--- src/rtl/rst_seq_gen_pkg.sv ---
// rst_seq_gen shared types: FSM states, reset-cause codes, counter sizing.
// Optional build macro RST_CAUSE_EN enables the rst_cause output.
package rst_seq_pkg;

  typedef enum logic [1:0] {
    ASSERT  = 2'd0,
    RELEASE = 2'd1,
    IDLE    = 2'd2
  } state_e;

  localparam logic [1:0] CAUSE_POR  = 2'b00;
  localparam logic [1:0] CAUSE_SW   = 2'b01;
  localparam logic [1:0] CAUSE_WDT  = 2'b10;
  localparam logic [1:0] CAUSE_BOTH = 2'b11;

  function automatic int cnt_width(
    input int pulse,
    input int tmo
  );
    int m;
    m = (pulse > tmo) ? pulse : tmo;
    return (m > 1) ? $clog2(m) : 1;
  endfunction

endpackage

--- src/rtl/rst_seq_gen_if.sv ---
// Request / ack / staged-reset bundle for rst_seq_gen.
// rst_cause exists only when RST_CAUSE_EN is defined.
interface rst_seq_gen_if #(
  parameter int NUM_STAGES = 4
);

  logic                  sw_req;
  logic                  wdt_req;
  logic [NUM_STAGES-1:0] stage_ack;
  logic [NUM_STAGES-1:0] stage_rst_n;
  logic                  busy;
  logic                  timeout_err;
`ifdef RST_CAUSE_EN
  logic [1:0]            rst_cause;
`endif

  modport master (
    output sw_req,
    output wdt_req,
    output stage_ack,
    input  stage_rst_n,
    input  busy,
    input  timeout_err
`ifdef RST_CAUSE_EN
    ,
    input  rst_cause
`endif
  );

  modport slave (
    input  sw_req,
    input  wdt_req,
    input  stage_ack,
    output stage_rst_n,
    output busy,
    output timeout_err
`ifdef RST_CAUSE_EN
    ,
    output rst_cause
`endif
  );

endinterface

--- src/rtl/rst_seq_gen_timer.sv ---
// Saturating clear/enable counter for rst_seq_gen with gap/timeout compares.
// Unaffected by RST_CAUSE_EN.
module rst_seq_timer
  import rst_seq_pkg::*;
#(
  parameter int PULSE_CYC   = 16,
  parameter int GAP_CYC     = 8,
  parameter int ACK_TIMEOUT = 64
) (
  input  logic clk_i,
  input  logic rst_i,
  input  logic clr_i,
  input  logic en_i,
  output logic [cnt_width(PULSE_CYC, ACK_TIMEOUT)-1:0] cnt_o,
  output logic gap_met_o,
  output logic timeout_hit_o
);

  localparam int CW = cnt_width(PULSE_CYC, ACK_TIMEOUT);
  localparam logic [CW-1:0] GAP_LAST = CW'(GAP_CYC - 1);
  localparam logic [CW-1:0] TMO_LAST = CW'(ACK_TIMEOUT - 1);
  localparam logic [CW-1:0] CNT_MAX  = '1;

  logic [CW-1:0] cnt_q;
  logic [CW-1:0] cnt_d;

  // Saturate instead of wrapping so a stuck state never re-fires compares.
  always_comb begin
    cnt_d = cnt_q;
    if (clr_i) begin
      cnt_d = '0;
    end else if (en_i && (cnt_q != CNT_MAX)) begin
      cnt_d = cnt_q + 1'b1;
    end
  end

  always_ff @(posedge clk_i) begin
    if (rst_i) begin
      cnt_q <= '0;
    end else begin
      cnt_q <= cnt_d;
    end
  end

  assign cnt_o         = cnt_q;
  assign gap_met_o     = (cnt_q >= GAP_LAST);
  assign timeout_hit_o = (cnt_q == TMO_LAST);

endmodule

--- src/rtl/rst_seq_gen.sv ---
// Staged reset sequencer: pulse all resets, then release stages in order.
// Define RST_CAUSE_EN to add the registered rst_cause output.
module rst_seq_gen
  import rst_seq_pkg::*;
#(
  parameter int NUM_STAGES  = 4,
  parameter int PULSE_CYC   = 16,
  parameter int GAP_CYC     = 8,
  parameter int ACK_TIMEOUT = 64
) (
  input  logic         clk_i,
  input  logic         rst_i,
  rst_seq_gen_if.slave bus
);

  localparam int NS = NUM_STAGES;
  localparam int CW = cnt_width(PULSE_CYC, ACK_TIMEOUT);
  localparam int IW = (NS > 1) ? $clog2(NS) : 1;
  localparam logic [CW-1:0] PULSE_LAST = CW'(PULSE_CYC - 1);
  localparam logic [IW-1:0] IDX_LAST   = IW'(NS - 1);

  state_e        state_q, state_d;
  logic [NS-1:0] srst_q, srst_d;
  logic          busy_q, busy_d;
  logic          terr_q, terr_d;
  logic [IW-1:0] idx_q, idx_d;
`ifdef RST_CAUSE_EN
  logic [1:0]    cause_q, cause_d;
`endif

  logic [CW-1:0] cnt;
  logic          gap_met;
  logic          timeout_hit;
  logic          cnt_clr;
  logic          cnt_en;
  logic          req;
  logic          ack_ok;
  logic          adv;

  rst_seq_timer #(
    .PULSE_CYC   (PULSE_CYC),
    .GAP_CYC     (GAP_CYC),
    .ACK_TIMEOUT (ACK_TIMEOUT)
  ) u_timer (
    .clk_i         (clk_i),
    .rst_i         (rst_i),
    .clr_i         (cnt_clr),
    .en_i          (cnt_en),
    .cnt_o         (cnt),
    .gap_met_o     (gap_met),
    .timeout_hit_o (timeout_hit)
  );

  assign req    = bus.sw_req | bus.wdt_req;
  assign ack_ok = bus.stage_ack[idx_q] & gap_met;
  assign adv    = ack_ok | timeout_hit;

  always_comb begin
    state_d = state_q;
    srst_d  = srst_q;
    busy_d  = busy_q;
    terr_d  = terr_q;
    idx_d   = idx_q;
    cnt_clr = 1'b0;
    cnt_en  = 1'b0;
`ifdef RST_CAUSE_EN
    cause_d = cause_q;
`endif
    if (req) begin
      state_d = ASSERT;
      srst_d  = '0;
      busy_d  = 1'b1;
      idx_d   = '0;
      cnt_clr = 1'b1;
`ifdef RST_CAUSE_EN
      unique case (1'b1)
        (bus.sw_req & bus.wdt_req): cause_d = CAUSE_BOTH;
        bus.wdt_req:                cause_d = CAUSE_WDT;
        default:                    cause_d = CAUSE_SW;
      endcase
`endif
    end else begin
      unique case (state_q)
        ASSERT: begin
          if (cnt == PULSE_LAST) begin
            srst_d  = NS'(1);
            idx_d   = '0;
            cnt_clr = 1'b1;
            state_d = RELEASE;
          end else begin
            cnt_en = 1'b1;
          end
        end
        RELEASE: begin
          if (adv) begin
            cnt_clr = 1'b1;
            if (!ack_ok) begin
              terr_d = 1'b1;
            end
            // Thermometer release keeps earlier stages out of reset.
            if (idx_q == IDX_LAST) begin
              state_d = IDLE;
              busy_d  = 1'b0;
            end else begin
              srst_d = (srst_q << 1) | NS'(1);
              idx_d  = idx_q + 1'b1;
            end
          end else begin
            cnt_en = 1'b1;
          end
        end
        IDLE: begin
          srst_d = '1;
          busy_d = 1'b0;
        end
        default: begin
          state_d = ASSERT;
        end
      endcase
    end
  end

  always_ff @(posedge clk_i) begin
    if (rst_i) begin
      state_q <= ASSERT;
      srst_q  <= '0;
      busy_q  <= 1'b1;
      terr_q  <= 1'b0;
      idx_q   <= '0;
`ifdef RST_CAUSE_EN
      cause_q <= CAUSE_POR;
`endif
    end else begin
      state_q <= state_d;
      srst_q  <= srst_d;
      busy_q  <= busy_d;
      terr_q  <= terr_d;
      idx_q   <= idx_d;
`ifdef RST_CAUSE_EN
      cause_q <= cause_d;
`endif
    end
  end

  assign bus.stage_rst_n = srst_q;
  assign bus.busy        = busy_q;
  assign bus.timeout_err = terr_q;
`ifdef RST_CAUSE_EN
  assign bus.rst_cause   = cause_q;
`endif

endmodule

--- src/flat_wrapper.sv ---
// flat-port wrapper written by rule: the top's interface ports become plain ports
module rst_seq_gen_flat import rst_seq_pkg::*;
#(
  parameter int NUM_STAGES  = 4,
  parameter int PULSE_CYC   = 16,
  parameter int GAP_CYC     = 8,
  parameter int ACK_TIMEOUT = 64
)
  (clk_i, rst_i, bus_sw_req, bus_wdt_req, bus_stage_ack, bus_stage_rst_n, bus_busy, bus_timeout_err);
  rst_seq_gen_if #(.NUM_STAGES(NUM_STAGES)) bus_i ();
  input  logic clk_i;
  input  logic rst_i;
  input wire logic [$bits(bus_i.sw_req)-1:0] bus_sw_req;
  input wire logic [$bits(bus_i.wdt_req)-1:0] bus_wdt_req;
  input wire logic [$bits(bus_i.stage_ack)-1:0] bus_stage_ack;
  output wire logic [$bits(bus_i.stage_rst_n)-1:0] bus_stage_rst_n;
  output wire logic [$bits(bus_i.busy)-1:0] bus_busy;
  output wire logic [$bits(bus_i.timeout_err)-1:0] bus_timeout_err;
  assign bus_i.sw_req = bus_sw_req;
  assign bus_i.wdt_req = bus_wdt_req;
  assign bus_i.stage_ack = bus_stage_ack;
  assign bus_stage_rst_n = bus_i.stage_rst_n;
  assign bus_busy = bus_i.busy;
  assign bus_timeout_err = bus_i.timeout_err;
  rst_seq_gen #(.NUM_STAGES(NUM_STAGES), .PULSE_CYC(PULSE_CYC), .GAP_CYC(GAP_CYC), .ACK_TIMEOUT(ACK_TIMEOUT)) u_core (.clk_i(clk_i), .rst_i(rst_i), .bus(bus_i));
endmodule
--- config.mk ---
export PLATFORM = sky130hd
export DESIGN_NAME = rst_seq_gen_flat
export DESIGN_NICKNAME = d
export VERILOG_FILES = /design/src/rtl/rst_seq_gen_pkg.sv /design/src/rtl/rst_seq_gen_if.sv /design/src/rtl/rst_seq_gen_timer.sv /design/src/rtl/rst_seq_gen.sv /design/src/flat_wrapper.sv
export SDC_FILE = /design/constraint.sdc
export NUM_CORES = 1
export LEC_CHECK = 0
export CORE_ASPECT_RATIO = 0.8
export CORE_MARGIN = 3
export CORE_UTILIZATION = 55
export DETAILED_ROUTE_END_ITERATION = 8
export HOLD_SLACK_MARGIN = 0.05
export PLACE_DENSITY = 0.8
export SYNTH_ARGS = -nofsm -noshare
export SYNTH_HDL_FRONTEND = slang
export SYNTH_SLANG_ARGS = --single-unit
--- constraint.sdc ---
create_clock -name clk_i -period 5.1 [get_ports clk_i]
set_input_delay 0.51 -clock clk_i [delete_from_list [all_inputs] [get_ports clk_i]]
set_output_delay 0.51 -clock clk_i [all_outputs]
set_load 0.02 [all_outputs]
==> flow_metrics.tcl <==
set metrics [dict create \
    min_period_ns 2.64 \
    setup-tns-final_ns 0 \
    cts_buffers 3 \
    yosysMostFrequentCell "dfxtp_1" \
    gp_congestion 0.898 \
    synth-seq-area-share_pct 30.3 \
    start_util_pct 61.4 \
    synthesis.area_um2 1060 \
    hp-class "flip-flop to flip-flop" \
    drt-initial-drc-count 30 \
    grt_pass1_wl_um 4190 \
    whs_ns 0.471 \
    rsz0062_at_grt "false" \
    clkSinkCount 16 \
    h-tree-depth 1 \
    status "finished, final reports clean" \
    irDropWorstVdd_mv 0.170 \
    synth_cell_types 36 \
    num_rows 13 \
    synthTopCellsByCount "dfxtp_1 (16), nand2_1 (14), o211ai_1 (12), mux2i_1 (11), inv_1 (10)" \
    hold_viol 0 \
    first_pass_iters 6 \
    synth_seq_cells 16 \
    drive_above_1_share_pct 5.34 \
    synth_edf_count 0 \
    diodes 0 \
    fin_area_um2 1210 \
    p_total_uw 208 \
    antenna_found_initial 0 \
    grt_pass1_vias 875 \
    post_cts_resized 0 \
    layout_setup_ws_ns 2.46 \
    cap_violations 0 \
    tightest_slew_ns 1.15 \
    wirelength_um 2420 \
    io_pins 14 \
    drv_slew 0 \
    regToRegSetupSlack_ns 2.55 \
    dpl.hpwl_um 1750 \
    synth_area_leader_cell "dfxtp_1" \
    yosys_warnings 0 \
    syn_area_per_cell_um2 8.75 \
    syn_inst 121 \
    wl_per_cell_um 15.8 \
    root_buffer "clkbuf_4" \
    endpoint_kind "flip-flop" \
    dpl_cell_area_um2 1190 \
    crit_type "primary input to flip-flop" \
    detail-route-antenna-nets 0 \
    drc 0 \
    die_x_um 55.1 \
    post_drt_via_cell_ratio 6.22 \
    period_share_pct 51.7 \
    clk_path_buf_depth 2 \
    setup_viol 0 \
    pwr_density_cell_nw_per_um2 172 \
    crit_fanout 14 \
    die_area_um2 2490 \
    overflow 0 \
    post-cts-setup-buffer-count 0 \
    insertion_delay_ns 0.29 \
    synthFlopType "dfxtp_1" \
    fill_cells 140 \
    slew_headroom_pct 22.7 \
    nNetsFinal 147 \
    numPortBuffers 13 \
    required_ns 5.29 \
    leakagePower_nw 0.382 \
    async_flop_share_pct 0 \
    syn_nets 135 \
    grt_usage_pct 23.3 \
    finClkSkew_ns 0.00324 \
    post-place-ws_ns 2.19 \
    cts_tree "yes" \
    die_h_um 45.2 \
    area_growth_pct 14.4 \
    vias 951 \
    clock.fmax_mhz 379 \
    synth.area.top_cells "dfxtp_1 (30%), mux2i_1 (10%), o211ai_1 (8.5%)" \
    hold_buffers 0 \
    crit_path_start_kind "primary input" \
    worstPathArrival_ns 2.83 \
    grt_max_degree 17 \
    yosys.area.top_type_share_pct 30.3 \
    fp.coreArea_um2 1720 \
    clk_pin_slew_worst_paths_ns 0.09 \
]
==> metal layers <==
| layer | part of all wire (%) | global-route usage (%) | vias to the layer above |
|---|---|---|---|
| met5 | 0 | 0 | - |
| met4 | 0.50 | 5.34 | 0 |
| met3 | 9.3 | 7.59 | 2 |
| met2 | 42 | 33.0 | 48 |
| met1 | 48 | 34.1 | 426 |
| li1 | - | - | 475 |
==> critical path, stage by stage <==
cell and delay, ns:
clkdlybuf4s50_1 0.39, mux4_2 0.54, a2bb2oi_1 0.91, nor4_1 0.19, a22o_1 0.29
==> registers in the layout, summed over array words and instances (netlist names) <==
register / cells
u_core.bus.busy: 1
u_core.bus.stage_rst_n: 4
u_core.state_q: 2
u_core.u_timer.cnt_o: 6
u_core.idx_q: 2
u_core.bus.timeout_err: 1
==> power breakdown <==
group | switching [mW] | internal [mW] | total (mW) | leakage, nW
Sequential | 0.000188 | 0.125 | 0.125 | 0.129
Combinational | 0.00666 | 0.00787 | 0.0145 | 0.239
Clock | 0.0411 | 0.0275 | 0.0686 | 0.0138
==> through the flow <==
stage | util (%) | std cells
floorplan | - | 121
global placement | 68.9 | 150
detailed placement | 68.9 | 150
CTS | 70.2 | 153
global route | 70.2 | 153
finish | 70.2 | 153
==> cell type report <==
type                    instances  area [um^2]  share of cell area, %
inverters                      10         37.5                   3.10
flip-flops and latches         16          320                   26.4
clock buffers                   3         22.5                   1.86
well taps                      22         27.5                   2.27
repair buffers                 13          130                   10.7
multi-input cells              89          673                   55.6
==> path summary, 6_finish.rpt <==
| path | from | end | cells after the start |
|---|---|---|---|
| setup / recovery | bus_stage_ack[3] | u_core.idx_q[0]$_SDFFE_PP0P_ | 5 |
| hold / removal | u_core.bus.stage_rst_n[3]$_SDFFE_PP0P_ | u_core.bus.stage_rst_n[3]$_SDFFE_PP0P_ | 2 |
| setup reg to reg | u_core.u_timer.cnt_o[0]$_SDFFE_PP0P_ | u_core.idx_q[0]$_SDFFE_PP0P_ | 5 |
| hold reg to reg | u_core.bus.stage_rst_n[3]$_SDFFE_PP0P_ | u_core.bus.stage_rst_n[3]$_SDFFE_PP0P_ | 2 |
==> cells by family (layout without fill, tap and decap cells) <==
logic type                 after synthesis  count (layout)  share of synthesized area (%)
AOI/OAI and AO/OA                       39              39                           30.4
adders and majority gates                6               6                           7.09
muxes                                   12              12                           12.5
DFF                                     16              16                           30.3
and+or+nand+nor                         32              32                           13.6
buffers and inverters                   16              26                           6.15
==> cell usage in the layout, fill, tap and decap left out, types with 2 or more instances in the layout <==
cell             count
o211ai_1            12
o21ai_0              2
dfxtp_1             16
ha_1                 6
nand3_1              3
nand2_1             14
a211oi_1             4
clkdlybuf4s50_1     13
inv_1               10
a21oi_1              5
and3_1               2
nor2_1               7
clkbuf_4             3
o31a_1               2
mux2i_1             11
a41oi_1              2
Note: power is estimated with default switching activity, not from simulation.
